===== config.mk =====
export PLATFORM = sky130hd
export DESIGN_NAME = vc_trace_monitor_flat
export DESIGN_NICKNAME = d
export VERILOG_FILES = /design/src/rtl/vc_trace_pkg.sv /design/src/rtl/vc_trace_monitor_if.sv /design/src/rtl/vc_trace_fifo.sv /design/src/rtl/vc_trace_monitor.sv /design/src/flat_wrapper.sv
export SDC_FILE = /design/constraint.sdc
export NUM_CORES = 1
export LEC_CHECK = 0
export BUFFER_PORTS_ARGS = -buffer_cell sky130_fd_sc_hd__buf_2
export CORE_MARGIN = 1
export CORE_UTILIZATION = 52
export CTS_CLUSTER_DIAMETER = 60
export DETAILED_ROUTE_END_ITERATION = 10
export PLACE_DENSITY = 0.69
export SETUP_SLACK_MARGIN = 0.4
export SYNTH_ARGS = -nofsm -noshare
export SYNTH_HDL_FRONTEND = slang
export SYNTH_HIERARCHICAL = 1
export SYNTH_SLANG_ARGS = --single-unit

===== constraint.sdc =====
create_clock -name clk -period 5.6 [get_ports clk]
set_input_delay 1.4 -clock clk [delete_from_list [all_inputs] [get_ports clk]]
set_output_delay 1.4 -clock clk [all_outputs]
set_load 0.01 [all_outputs]

===== src/rtl/vc_trace_pkg.sv =====
// Shared definitions for the line-trace monitor: ASCII constants, the
// per-channel handshake code, serializer states and character helpers.
package vc_trace_pkg;

   localparam logic [7:0] CH_PLUS  = 8'h2b;
   localparam logic [7:0] CH_SPACE = 8'h20;
   localparam logic [7:0] CH_HASH  = 8'h23;
   localparam logic [7:0] CH_DOT   = 8'h2e;
   localparam logic [7:0] CH_COLON = 8'h3a;
   localparam logic [7:0] CH_BAR   = 8'h7c;
   localparam logic [7:0] CH_NL    = 8'h0a;

   // Channel code is {val, rdy} as sampled in the traced cycle.
   typedef logic [1:0] ch_code_t;

   typedef enum logic [2:0] {
      ST_IDLE,
      ST_STAMP,
      ST_SEP,
      ST_CHAN,
      ST_NL
   } ser_state_e;

   // Map a {val, rdy} code onto its trace character.
   function automatic logic [7:0] code_to_char(input ch_code_t code);
      case (code)
         2'b11:   return CH_PLUS;
         2'b01:   return CH_SPACE;
         2'b10:   return CH_HASH;
         default: return CH_DOT;
      endcase
   endfunction

   // Lowercase hex digit for one nibble of the cycle stamp.
   function automatic logic [7:0] nibble_to_hex(input logic [3:0] nib);
      if (nib < 4'd10)
         return 8'h30 + {4'h0, nib};
      else
         return 8'h57 + {4'h0, nib};
   endfunction

endpackage


===== src/rtl/vc_trace_monitor_if.sv =====
// Byte-wide val/rdy character stream from the monitor to a UART/log sink.
interface vc_trace_monitor_if;

   logic [7:0] out_msg;
   logic       out_val;
   logic       out_rdy;

   modport master (output out_msg, output out_val, input out_rdy);
   modport slave  (input out_msg, input out_val, output out_rdy);

endinterface


===== src/rtl/vc_trace_fifo.sv =====
// Synchronous entry buffer. A push into a full buffer is still taken when
// a pop happens in the same cycle, so occupancy stays unchanged. DEPTH is a
// power of two of at least 2 so the pointers wrap naturally.
module vc_trace_fifo #(
   parameter int WIDTH = 8,
   parameter int DEPTH = 8
) (
   input  logic             clk,
   input  logic             rst_n,
   input  logic             push,
   input  logic             pop,
   input  logic [WIDTH-1:0] wdata,
   output logic [WIDTH-1:0] rdata,
   output logic             full,
   output logic             empty
);

   localparam int AW  = (DEPTH > 1) ? $clog2(DEPTH) : 1;
   localparam int CW  = AW + 1;
   localparam logic [AW:0] FULL_CNT = CW'(DEPTH);

   logic [WIDTH-1:0] mem [DEPTH];
   logic [AW-1:0]    wr_ptr;
   logic [AW-1:0]    rd_ptr;
   logic [AW:0]      count;
   logic             do_push;
   logic             do_pop;

   assign do_pop  = pop && !empty;
   assign do_push = push && (!full || do_pop);
   assign full    = (count == FULL_CNT);
   assign empty   = (count == '0);
   assign rdata   = mem[rd_ptr];

   // Storage array; contents need no reset because occupancy guards reads.
   always_ff @(posedge clk) begin
      if (do_push)
         mem[wr_ptr] <= wdata;
   end

   // Pointer and occupancy bookkeeping.
   always_ff @(posedge clk or negedge rst_n) begin
      if (!rst_n) begin
         wr_ptr <= '0;
         rd_ptr <= '0;
         count  <= '0;
      end else begin
         if (do_push)
            wr_ptr <= wr_ptr + 1'b1;
         if (do_pop)
            rd_ptr <= rd_ptr + 1'b1;
         case ({do_push, do_pop})
            2'b10:   count <= count + 1'b1;
            2'b01:   count <= count - 1'b1;
            default: count <= count;
         endcase
      end
   end

endmodule


===== src/rtl/vc_trace_monitor.sv =====
// Line-trace monitor: stamps the val/rdy state of NCHAN channels, buffers
// the entries and serializes each one as an ASCII line "cc: c|c|..\n".
module vc_trace_monitor
   import vc_trace_pkg::*;
#(
   parameter int NCHAN = 4,
   parameter int CYC_W = 16,
   parameter int DEPTH = 8
) (
   input  logic                  clk,
   input  logic                  rst_n,
   input  logic                  en,
   input  logic                  mode,
   input  logic [NCHAN-1:0]      chan_val,
   input  logic [NCHAN-1:0]      chan_rdy,
   vc_trace_monitor_if.master    trace,
   output logic                  ovf,
   output logic [15:0]           drop_cnt,
   output logic [CYC_W-1:0]      cycles
);

   localparam int CODE_W  = 2 * NCHAN;
   localparam int ENTRY_W = CYC_W + CODE_W;
   localparam logic [7:0] DIG_LAST = 8'(CYC_W / 4 - 1);
   localparam logic [7:0] SEG_LAST = 8'(2 * NCHAN - 2);

   logic [CODE_W-1:0]  cur_codes;
   logic [CODE_W-1:0]  last_codes;
   logic               record;
   logic               push_ok;
   logic               drop;
   logic               pop;
   logic               fire;
   logic               fifo_full;
   logic               fifo_empty;
   logic [ENTRY_W-1:0] fifo_rdata;
   logic [ENTRY_W-1:0] ser_entry;
   ser_state_e         state;
   logic [7:0]         idx;
   logic [7:0]         dig_pos;
   logic [CYC_W-1:0]   ser_stamp;
   logic [CODE_W-1:0]  ser_codes;
   logic [3:0]         nib;
   ch_code_t           ser_code;

   // Pack each channel's {val, rdy} into the current code vector.
   always_comb begin
      cur_codes = '0;
      for (int i = 0; i < NCHAN; i++)
         cur_codes[2*i +: 2] = {chan_val[i], chan_rdy[i]};
   end

   assign record  = en && (!mode || (|chan_val) || (cur_codes != last_codes));
   assign fire    = trace.out_val && trace.out_rdy;
   assign pop     = !fifo_empty && ((state == ST_IDLE) || ((state == ST_NL) && fire));
   assign push_ok = record && (!fifo_full || pop);
   assign drop    = record && !push_ok;

   vc_trace_fifo #(
      .WIDTH (ENTRY_W),
      .DEPTH (DEPTH)
   ) u_fifo (
      .clk   (clk),
      .rst_n (rst_n),
      .push  (push_ok),
      .pop   (pop),
      .wdata ({cycles, cur_codes}),
      .rdata (fifo_rdata),
      .full  (fifo_full),
      .empty (fifo_empty)
   );

   // Free-running cycle stamp, wrapping modulo 2^CYC_W.
   always_ff @(posedge clk or negedge rst_n) begin
      if (!rst_n)
         cycles <= '0;
      else
         cycles <= cycles + 1'b1;
   end

   // Compression reference: only entries actually buffered update it.
   always_ff @(posedge clk or negedge rst_n) begin
      if (!rst_n)
         last_codes <= '0;
      else if (push_ok)
         last_codes <= cur_codes;
   end

   // Sticky overflow flag and saturating drop counter.
   always_ff @(posedge clk or negedge rst_n) begin
      if (!rst_n) begin
         ovf      <= 1'b0;
         drop_cnt <= '0;
      end else if (drop) begin
         ovf <= 1'b1;
         if (drop_cnt != 16'hffff)
            drop_cnt <= drop_cnt + 16'd1;
      end
   end

   // Serializer: walks stamp digits, ": ", channel codes and newline,
   // advancing only when the sink accepts a character.
   always_ff @(posedge clk or negedge rst_n) begin
      if (!rst_n) begin
         state     <= ST_IDLE;
         idx       <= '0;
         ser_entry <= '0;
      end else begin
         if (pop)
            ser_entry <= fifo_rdata;
         case (state)
            ST_IDLE: begin
               if (pop) begin
                  state <= ST_STAMP;
                  idx   <= '0;
               end
            end
            ST_STAMP: begin
               if (fire) begin
                  if (idx == DIG_LAST) begin
                     state <= ST_SEP;
                     idx   <= '0;
                  end else begin
                     idx <= idx + 8'd1;
                  end
               end
            end
            ST_SEP: begin
               if (fire) begin
                  if (idx == 8'd1) begin
                     state <= ST_CHAN;
                     idx   <= '0;
                  end else begin
                     idx <= idx + 8'd1;
                  end
               end
            end
            ST_CHAN: begin
               if (fire) begin
                  if (idx == SEG_LAST) begin
                     state <= ST_NL;
                     idx   <= '0;
                  end else begin
                     idx <= idx + 8'd1;
                  end
               end
            end
            ST_NL: begin
               if (fire) begin
                  state <= pop ? ST_STAMP : ST_IDLE;
                  idx   <= '0;
               end
            end
            default: begin
               state <= ST_IDLE;
               idx   <= '0;
            end
         endcase
      end
   end

   assign ser_stamp = ser_entry[ENTRY_W-1 -: CYC_W];
   assign ser_codes = ser_entry[CODE_W-1:0];
   assign dig_pos   = DIG_LAST - idx;
   assign nib       = 4'(ser_stamp >> {dig_pos, 2'b00});
   assign ser_code  = 2'(ser_codes >> {idx[7:1], 1'b0});

   assign trace.out_val = (state != ST_IDLE);

   // Character currently offered to the sink; held while the state is held.
   always_comb begin
      trace.out_msg = 8'h00;
      case (state)
         ST_STAMP: trace.out_msg = nibble_to_hex(nib);
         ST_SEP:   trace.out_msg = (idx == 8'd0) ? CH_COLON : CH_SPACE;
         ST_CHAN:  trace.out_msg = idx[0] ? CH_BAR : code_to_char(ser_code);
         ST_NL:    trace.out_msg = CH_NL;
         default:  trace.out_msg = 8'h00;
      endcase
   end

endmodule


===== src/flat_wrapper.sv =====
// flat-port wrapper written by rule: the top's interface ports become plain ports
module vc_trace_monitor_flat import vc_trace_pkg::*;
#(
   parameter int NCHAN = 4,
   parameter int CYC_W = 16,
   parameter int DEPTH = 8
)
  (clk, rst_n, en, mode, chan_val, chan_rdy, ovf, drop_cnt, cycles, trace_out_msg, trace_out_val, trace_out_rdy);
  vc_trace_monitor_if trace_i ();
  input  logic clk;
  input  logic rst_n;
  input  logic en;
  input  logic mode;
  input  logic [NCHAN-1:0] chan_val;
  input  logic [NCHAN-1:0] chan_rdy;
  output logic ovf;
  output logic [15:0] drop_cnt;
  output logic [CYC_W-1:0] cycles;
  output wire logic [$bits(trace_i.out_msg)-1:0] trace_out_msg;
  output wire logic [$bits(trace_i.out_val)-1:0] trace_out_val;
  input wire logic [$bits(trace_i.out_rdy)-1:0] trace_out_rdy;
  assign trace_out_msg = trace_i.out_msg;
  assign trace_out_val = trace_i.out_val;
  assign trace_i.out_rdy = trace_out_rdy;
  vc_trace_monitor #(.NCHAN(NCHAN), .CYC_W(CYC_W), .DEPTH(DEPTH)) u_core (.clk(clk), .rst_n(rst_n), .en(en), .mode(mode), .chan_val(chan_val), .chan_rdy(chan_rdy), .trace(trace_i), .ovf(ovf), .drop_cnt(drop_cnt), .cycles(cycles));
endmodule

==> results of run 1 <==
sequential cells by signal, indices dropped and copies added, names as in the netlist:
register and count:
u_core/cycles 16, u_core/last_codes 8, u_core/ovf 1, u_core/u_fifo/wr_ptr 3
u_core/ser_entry 24, u_core/idx 8, u_core/u_fifo/mem 192, u_core/drop_cnt 16
u_core/state 3, u_core/u_fifo/count 4, u_core/u_fifo/rd_ptr 3
power by group:
part           internal, mW  leakage [nW]  total, mW  switching, mW
registers              2.55          2.91       2.87          0.318
logic                  1.02          1.94       2.10           1.08
clock network          1.03         0.447       1.80          0.768
total                  4.60          5.30       6.77           2.17
metrics by stage:
stage / utilization / hold slack (ns) / total power [mW] / instance area [um^2]
floorplan: - / 0.440 / 4.47 / 12000
global placement: 0.556 / 0.458 / 4.97 / 12600
detailed placement: 0.556 / 0.465 / 5.04 / 12600
CTS: 0.596 / 0.481 / 6.85 / 13500
global route: 0.596 / 0.504 / 7.14 / 13500
finish: 0.596 / 0.476 / 6.77 / 13500
worst register-to-register path, stage by stage (launching register included):
cell	delay (ns)
dfrtp_1	0.38
or3_1	0.37
nor2_1	0.14
nand3b_2	0.26
nand2_1	0.22
nand2b_1	0.32
inv_1	0.37
o21ai_1	0.33
nor3_2	0.79
buf_4	0.44
worst paths after layout:
check / cells after the start / endpoint / slack, ns / from
min in group asynchronous: 1 / u_core/idx[5]$_DFFE_PN0P_ / 0.79 / rst_n
max: 14 / u_core/u_fifo/count[3]$_DFFE_PN0P_ / 1.20 / chan_val[0]
max reg2reg: 9 / u_core/u_fifo/mem[3][20]$_DFFE_PP_ / 1.66 / u_core/u_fifo/count[0]$_DFFE_PN0P_
min reg2reg: 2 / u_core/ser_entry[23]$_DFFE_PN0P_ / 0.48 / u_core/ser_entry[23]$_DFFE_PN0P_
min: 2 / u_core/ser_entry[23]$_DFFE_PN0P_ / 0.48 / u_core/ser_entry[23]$_DFFE_PN0P_
max in group asynchronous: 2 / u_core/u_fifo/rd_ptr[0]$_DFFE_PN0N_ / 3.63 / rst_n
routing by layer:
metal | vias up | routed length (um) | global-route usage
met4 | 0 | 252 | 0.0367
met1 | 3340 | 10400 | 0.293
li1 | 2994 | - | -
met2 | 147 | 11100 | 0.325
met3 | 26 | 1090 | 0.0321
met5 | - | 0 | 0
layout by cell type, fill, tap and decap left out, types with 3 or more instances in the layout:
cell       Yosys  final
nor2b_1        7      7
inv_1         20     20
o31ai_1        5      5
buf_4          1     16
dfrtp_2        0      3
nor3_1        15     11
buf_2         11     52
mux2_4        10     10
ha_1          17     17
nand3_1       15     15
nor2_1        20     17
clkbuf_16      0     29
a22o_1         5      5
o22ai_1        4      4
nor2_2         0      3
or3_1          3      3
clkinv_2       0      8
mux2i_1        6      6
nand2_1      102    102
clkinv_1       0      3
nand2b_1      15     15
a21oi_1        4      4
dfrtp_1       86     83
nor3_2         0      4
or2_2          4      4
xnor2_1       21     21
mux4_2        52     52
xor2_1        21     21
mux2_2        30     30
o21ai_0       11     11
clkbuf_1      14      7
nor4_1        10      9
nand4_1        8      8
edfxtp_1     192    192
and3_1         7      7
layout make-up:
| cell class | instances | area [um^2] |
|---|---|---|
| clock buffers | 38 | 779 |
| inverters | 21 | 78.8 |
| clock inverters | 15 | 125 |
| fillers | 1703 | 9140 |
| repair buffers | 69 | 400 |
| flip-flops and latches | 278 | 7920 |
| multi-input cells | 428 | 3840 |
| well taps | 285 | 357 |
cells by family (layout without fill, tap and decap cells):
group | after synthesis | in the layout
buf+inv | 52 | 143
simple gates | 219 | 219
xor+xnor | 42 | 42
mux | 98 | 98
compound gates | 50 | 50
flops | 278 | 278
other cells | 1 | 1
fa+ha+maj | 18 | 18
==> run_results.csv, run 1 <==
group,metric,value,unit
pwr,power_density,502,nW/um^2
synthesis,postSynthNetCount,789,
critical_path,critPathRequiredTime,6.07,ns
global_route,antenna_found_initial,0,
clock_tree,cts_buffers,29,
synthesis,ys_seq_area_frac,0.661,
critical_path,critPathKind,"in -> reg",
synthesis,synth_top_area_share,0.481,
clock_tree,clk_pin_slew,0.06,ns
timing,slew-limit-headroom,0.289,
placement,dpl.hpwl,14600,um
finish,syn2layout_area_growth,12.7,%
timing,fin_crit,4.40,ns
run,maxCapViolCount,0,
synthesis,synth_compound_area_frac,0.0347,
pwr,ir_worst_vdd,255,uV
timing,fin_ws,1.20,ns
clock_tree,cts_root_buf,"clkbuf_16",
synthesis,synthFlopType,"edfxtp_1",
critical_path,cp.arrival,4.88,ns
placement,place_inst,1081,
finish,final_layout_size_suffix_gt1_frac,0.276,
finish,layout.nets,858,
clock_tree,cts_tree,"yes",
detailed_routing,drc,0,
die,die_x,154,um
die,core_area,22600,um^2
critical_path,crit_fanout,17,
timing,final_hold_viol_count,0,
timing,tightest_slew,1.07,ns
placement,port_buffers,53,
finish,num_antenna_cells,0,
synthesis,synth_mux_area_frac,0.144,
synthesis,synth_top_family_by_area,"multiplexers",
critical_path,end_kind,"flip-flop",
clock_tree,postCtsHoldBufs,0,
timing,setup_viol,0,
detailed_routing,routed_wl,22900,um
clock_tree,cts_resized,0,
synthesis,ys_types,65,
synthesis,yosys.area_share.simple,0.0885,
synthesis,synth_edf_count,192,
synthesis,synth_fa_ha_area_frac,0.0194,
synthesis,async_flop_share,0.309,
detailed_routing,drtIter0Drc,415,
global_route,grt_pass1_vias,6515,
placement,place_ws,0.673,ns
die,io_pins,55,
timing,fmax,0.227,GHz
detailed_routing,wl_per_cell,20.2,um
detailed_routing,dr.pass1.iters,4,
critical_path,cpMaxStageDelayCell,"nand2b_1",
global_route,grt_use_total,0.201,
clock_tree,post_cts_buffers,0,
synthesis,yosysMostFrequentCell,"edfxtp_1",
synthesis,syn-cell-area,12000,um^2
critical_path,worst-path-buf-inv,4,
detailed_routing,antenna_left,0,
clock_tree,htreeDepth,1,
synthesis,synth_xor_area_frac,0.0307,
critical_path,worstPathCellList,"buf_2, nor4_1, nand4_1, o41ai_4, buf_4, nand2b_1, inv_1, or2_2, inv_1, ha_1, or2_2, a21oi_1, mux2i_1, nand3b_1",
global_route,grt_pass1_wl,36600,um
synthesis,netlist_instances,758,
global_route,grt_start_max_net_pins,57,
die,die_area,23600,um^2
detailed_routing,viasPerCell,5.74,
synthesis,yosys.area.top_type,"edfxtp_1",
timing,post-route-period-util,0.786,
synthesis,synth.avg_cell_area,15.8,um^2
timing,fin_skew,0.0151,ns
synthesis,yosysWarnings,6,
synthesis,ys_seq_elements,278,
detailed_routing,vias,6507,
die,initial_core_util,0.529,
critical_path,start_kind,"primary input",
clock_tree,clk_path_buf_depth,3,
finish,fin_cells,1134,
synthesis,synth_area_leaders,"edfxtp_1 (48%), dfrtp_1 (18%), mux4_2 (9.8%)",
pwr,static-leakage-power,5.30,nW
timing,rsz0062_at_grt,"no",
die,fp-row-count,55,
status,outcome,"finished clean",
clock_tree,cts_sinks,278,
synthesis,synth_commonest_cells,"edfxtp_1 (192), nand2_1 (102), dfrtp_1 (86)",
hold_path,hp-class,"reg -> reg",
timing,slew_violations,0,
critical_path,critical-path-top-delay-family,"simple AND/OR/NAND/NOR gates",
die,die_h,154,um
critical_path,slowest_delay,0.44,ns
placement,gp_congestion,0.842,
clock_tree,insertion_delay,0.55,ns
global_route,grt-ovfl-total,0,
timing,tns,0,ns
(Power assumes the default switching activity.)
==> inputs of run 2 (changes only) <==
==> constraint.sdc (replaced) <==
create_clock -name clk -period 4.4 [get_ports clk]
set_input_delay 1.1 -clock clk [delete_from_list [all_inputs] [get_ports clk]]
set_output_delay 1.1 -clock clk [all_outputs]
set_load 0.01 [all_outputs]
==> run 2 against run 1 <==
Combinational power increased by 28%. Die area unchanged. Worst setup slack got worse by 0.66 ns. Clock power grew 43%. Via count grew 2.0%. Flip-flop and latch count is the same. Total power is 33% higher. Core utilization up 0.94 points. First-iteration DRC count up 26%. Clock-buffer cell count shrank 3. Critical path type is now reg -> out. Largest cell class unchanged. Largest power group unchanged. Highest routed layer unchanged.
==> run_results.csv, run 2 (synthesized netlist as in run 1, its figures left out) <==
group,metric,value,unit
critical_path,critPathKind,"reg -> out",
status,outcome,"finished clean",
finish,fin_cells,1146,
hold_path,hp-class,"reg -> reg",
clock_tree,htreeDepth,1,
pwr,power_density,656,nW/um^2
global_route,grt_pass1_vias,6839,
finish,reg.largest.list,"u_core/u_fifo/mem (192), u_core/ser_entry (24)",
placement,place_inst,1086,
timing,fin_ws,0.541,ns
clock_tree,cts_root_buf,"clkbuf_16",
timing,worst_hold_slack,0.479,ns
detailed_routing,dr.pass1.iters,5,
timing,rsz0062_at_grt,"no",
detailed_routing,antenna_left,0,
clock_tree,clk_pin_slew,0.06,ns
global_route,grt_use_total,0.213,
clock_tree,insertion_delay,0.54,ns
clock_tree,cts_buffers,30,
die,initial_core_util,0.529,
finish,syn2layout_area_growth,14.5,%
run,maxCapViolCount,0,
critical_path,start_kind,"flip-flop",
finish,fill_cells,1658,
global_route,grt_pass1_wl,39100,um
finish,largest_reg_flops,192,
timing,fmax,0.259,GHz
global_route,grt_start_max_net_pins,75,
die,die_area,23600,um^2
detailed_routing,drc,0,
timing,tightest_slew,1.13,ns
finish,num_antenna_cells,0,
critical_path,reg2reg_depth,12,
finish,final_layout_size_suffix_gt1_frac,0.296,
hold_path,min_path_cells,2,
critical_path,crit_fanout,3,
pwr,ir_worst_vdd,371,uV
detailed_routing,viasPerCell,5.79,
detailed_routing,routed_wl,23900,um
placement,place_ws,0.390,ns
placement,gp_congestion,0.834,
clock_tree,cts_tree,"yes",
timing,fin_crit,3.86,ns
pwr,static-leakage-power,5.40,nW
clock_tree,clk_path_buf_depth,3,
die,io_pins,55,
die,fp-row-count,55,
detailed_routing,wl_per_cell,20.9,um
finish,final_cell_mix,"edfxtp_1 (192), nand2_1 (102), dfrtp_1 (80)",
detailed_routing,drtIter0Drc,522,
timing,final_hold_viol_count,0,
timing,slew-limit-headroom,0.246,
timing,tns,0,ns
critical_path,cp.arrival,2.76,ns
die,core_area,22600,um^2
placement,port_buffers,53,
global_route,grt-ovfl-total,0,
finish,layout_commonest_cell,"edfxtp_1",
die,die_x,154,um
critical_path,critPathRequiredTime,3.30,ns
timing,slew_violations,0,
die,die_h,154,um
global_route,antenna_found_initial,0,
timing,post-route-period-util,0.877,
clock_tree,cts_sinks,278,
timing,setup_viol,0,
placement,dpl.hpwl,14800,um
critical_path,end_kind,"output port",
finish,layout.nets,868,
detailed_routing,vias,6639,
finish,top_register,"u_core/u_fifo/mem",
timing,fin_skew,0.0102,ns
run 2: cell types whose count changed in the layout (fill, tap and decap cells not counted), sizes merged:
cell      previous run  this run
buf                 69        78
bufinv               1         4
clkbuf              38        35
clkinv              12        10
clkinvlp             1         4
inv                 22        24
run 2: final timing paths:
check,startpoint,end,slack (ns)
max,u_core/idx[4]$_DFFE_PN0P_,trace_out_msg[3],0.54
min,u_core/ser_entry[2]$_DFFE_PN0P_,u_core/ser_entry[2]$_DFFE_PN0P_,0.48
max reg2reg,u_core/u_fifo/count[1]$_DFFE_PN0P_,u_core/u_fifo/count[3]$_DFFE_PN0P_,0.80
min reg2reg,u_core/ser_entry[2]$_DFFE_PN0P_,u_core/ser_entry[2]$_DFFE_PN0P_,0.48
max in group asynchronous,rst_n,u_core/last_codes[0]$_DFFE_PN0P_,2.84
min in group asynchronous,rst_n,u_core/cycles[10]$_DFF_PN0_,0.72
run 2: repair_timing:
| item | CTS | global route |
|---|---|---|
| hold endpoints to repair | 0 | 0 |
| setup endpoints to repair | 1 | 1 |
| hold buffers | 0 | 0 |
| pin swaps | 0 | 1 |
| resized for setup | 2 | 2 |
| setup buffers | 2 | 2 |
run 2: per-stage QoR:
| step | total power [mW] | cell area, um^2 | utilization |
|---|---|---|---|
| 2_1_floorplan | 5.69 | 12000 | - |
| 3_3_place_gp | 6.36 | 12600 | 0.558 |
| 3_5_place_dp | 6.46 | 12600 | 0.558 |
| 4_1_cts | 9.07 | 13700 | 0.605 |
| 5_1_grt | 9.47 | 13700 | 0.606 |
| 6_report | 9.00 | 13700 | 0.606 |
run 2: power by group:
part           switching (mW)  total (mW)  leakage [nW]  internal [mW]
Sequential              0.497        3.74          2.91           3.25
Clock                    1.03        2.57         0.503           1.55
Combinational            1.34        2.68          1.99           1.34
run 2: final cells by class:
class / count / area [um^2] / area share
clock buffers: 35 / 801 / 0.0584
flip-flops and latches: 278 / 7930 / 0.578
repair buffers: 78 / 468 / 0.0341
clock inverters: 21 / 235 / 0.0172
well taps: 285 / 357 / 0.0260
multi-input cells: 428 / 3850 / 0.281
inverters: 21 / 78.8 / 0.00575
run 2: worst max-delay path: stages (launching register included):
cell and delay [ns]:
dfrtp_2 0.40, or4_4 0.56, nor2_4 0.12, or2b_1 0.27, ha_1 0.29, nand2_1 0.06
a21oi_2 0.13, o21ai_0 0.08, o21bai_2 0.18, buf_2 0.14
run 2: per-layer routing:
layer / share of wire / up-vias / track usage
met1: 0.44 / 3412 / 0.307
met3: 0.052 / 40 / 0.0259
met4: 0.015 / 0 / 0.0438
met5: 0 / - / 0
li1: - / 3014 / -
met2: 0.50 / 173 / 0.354
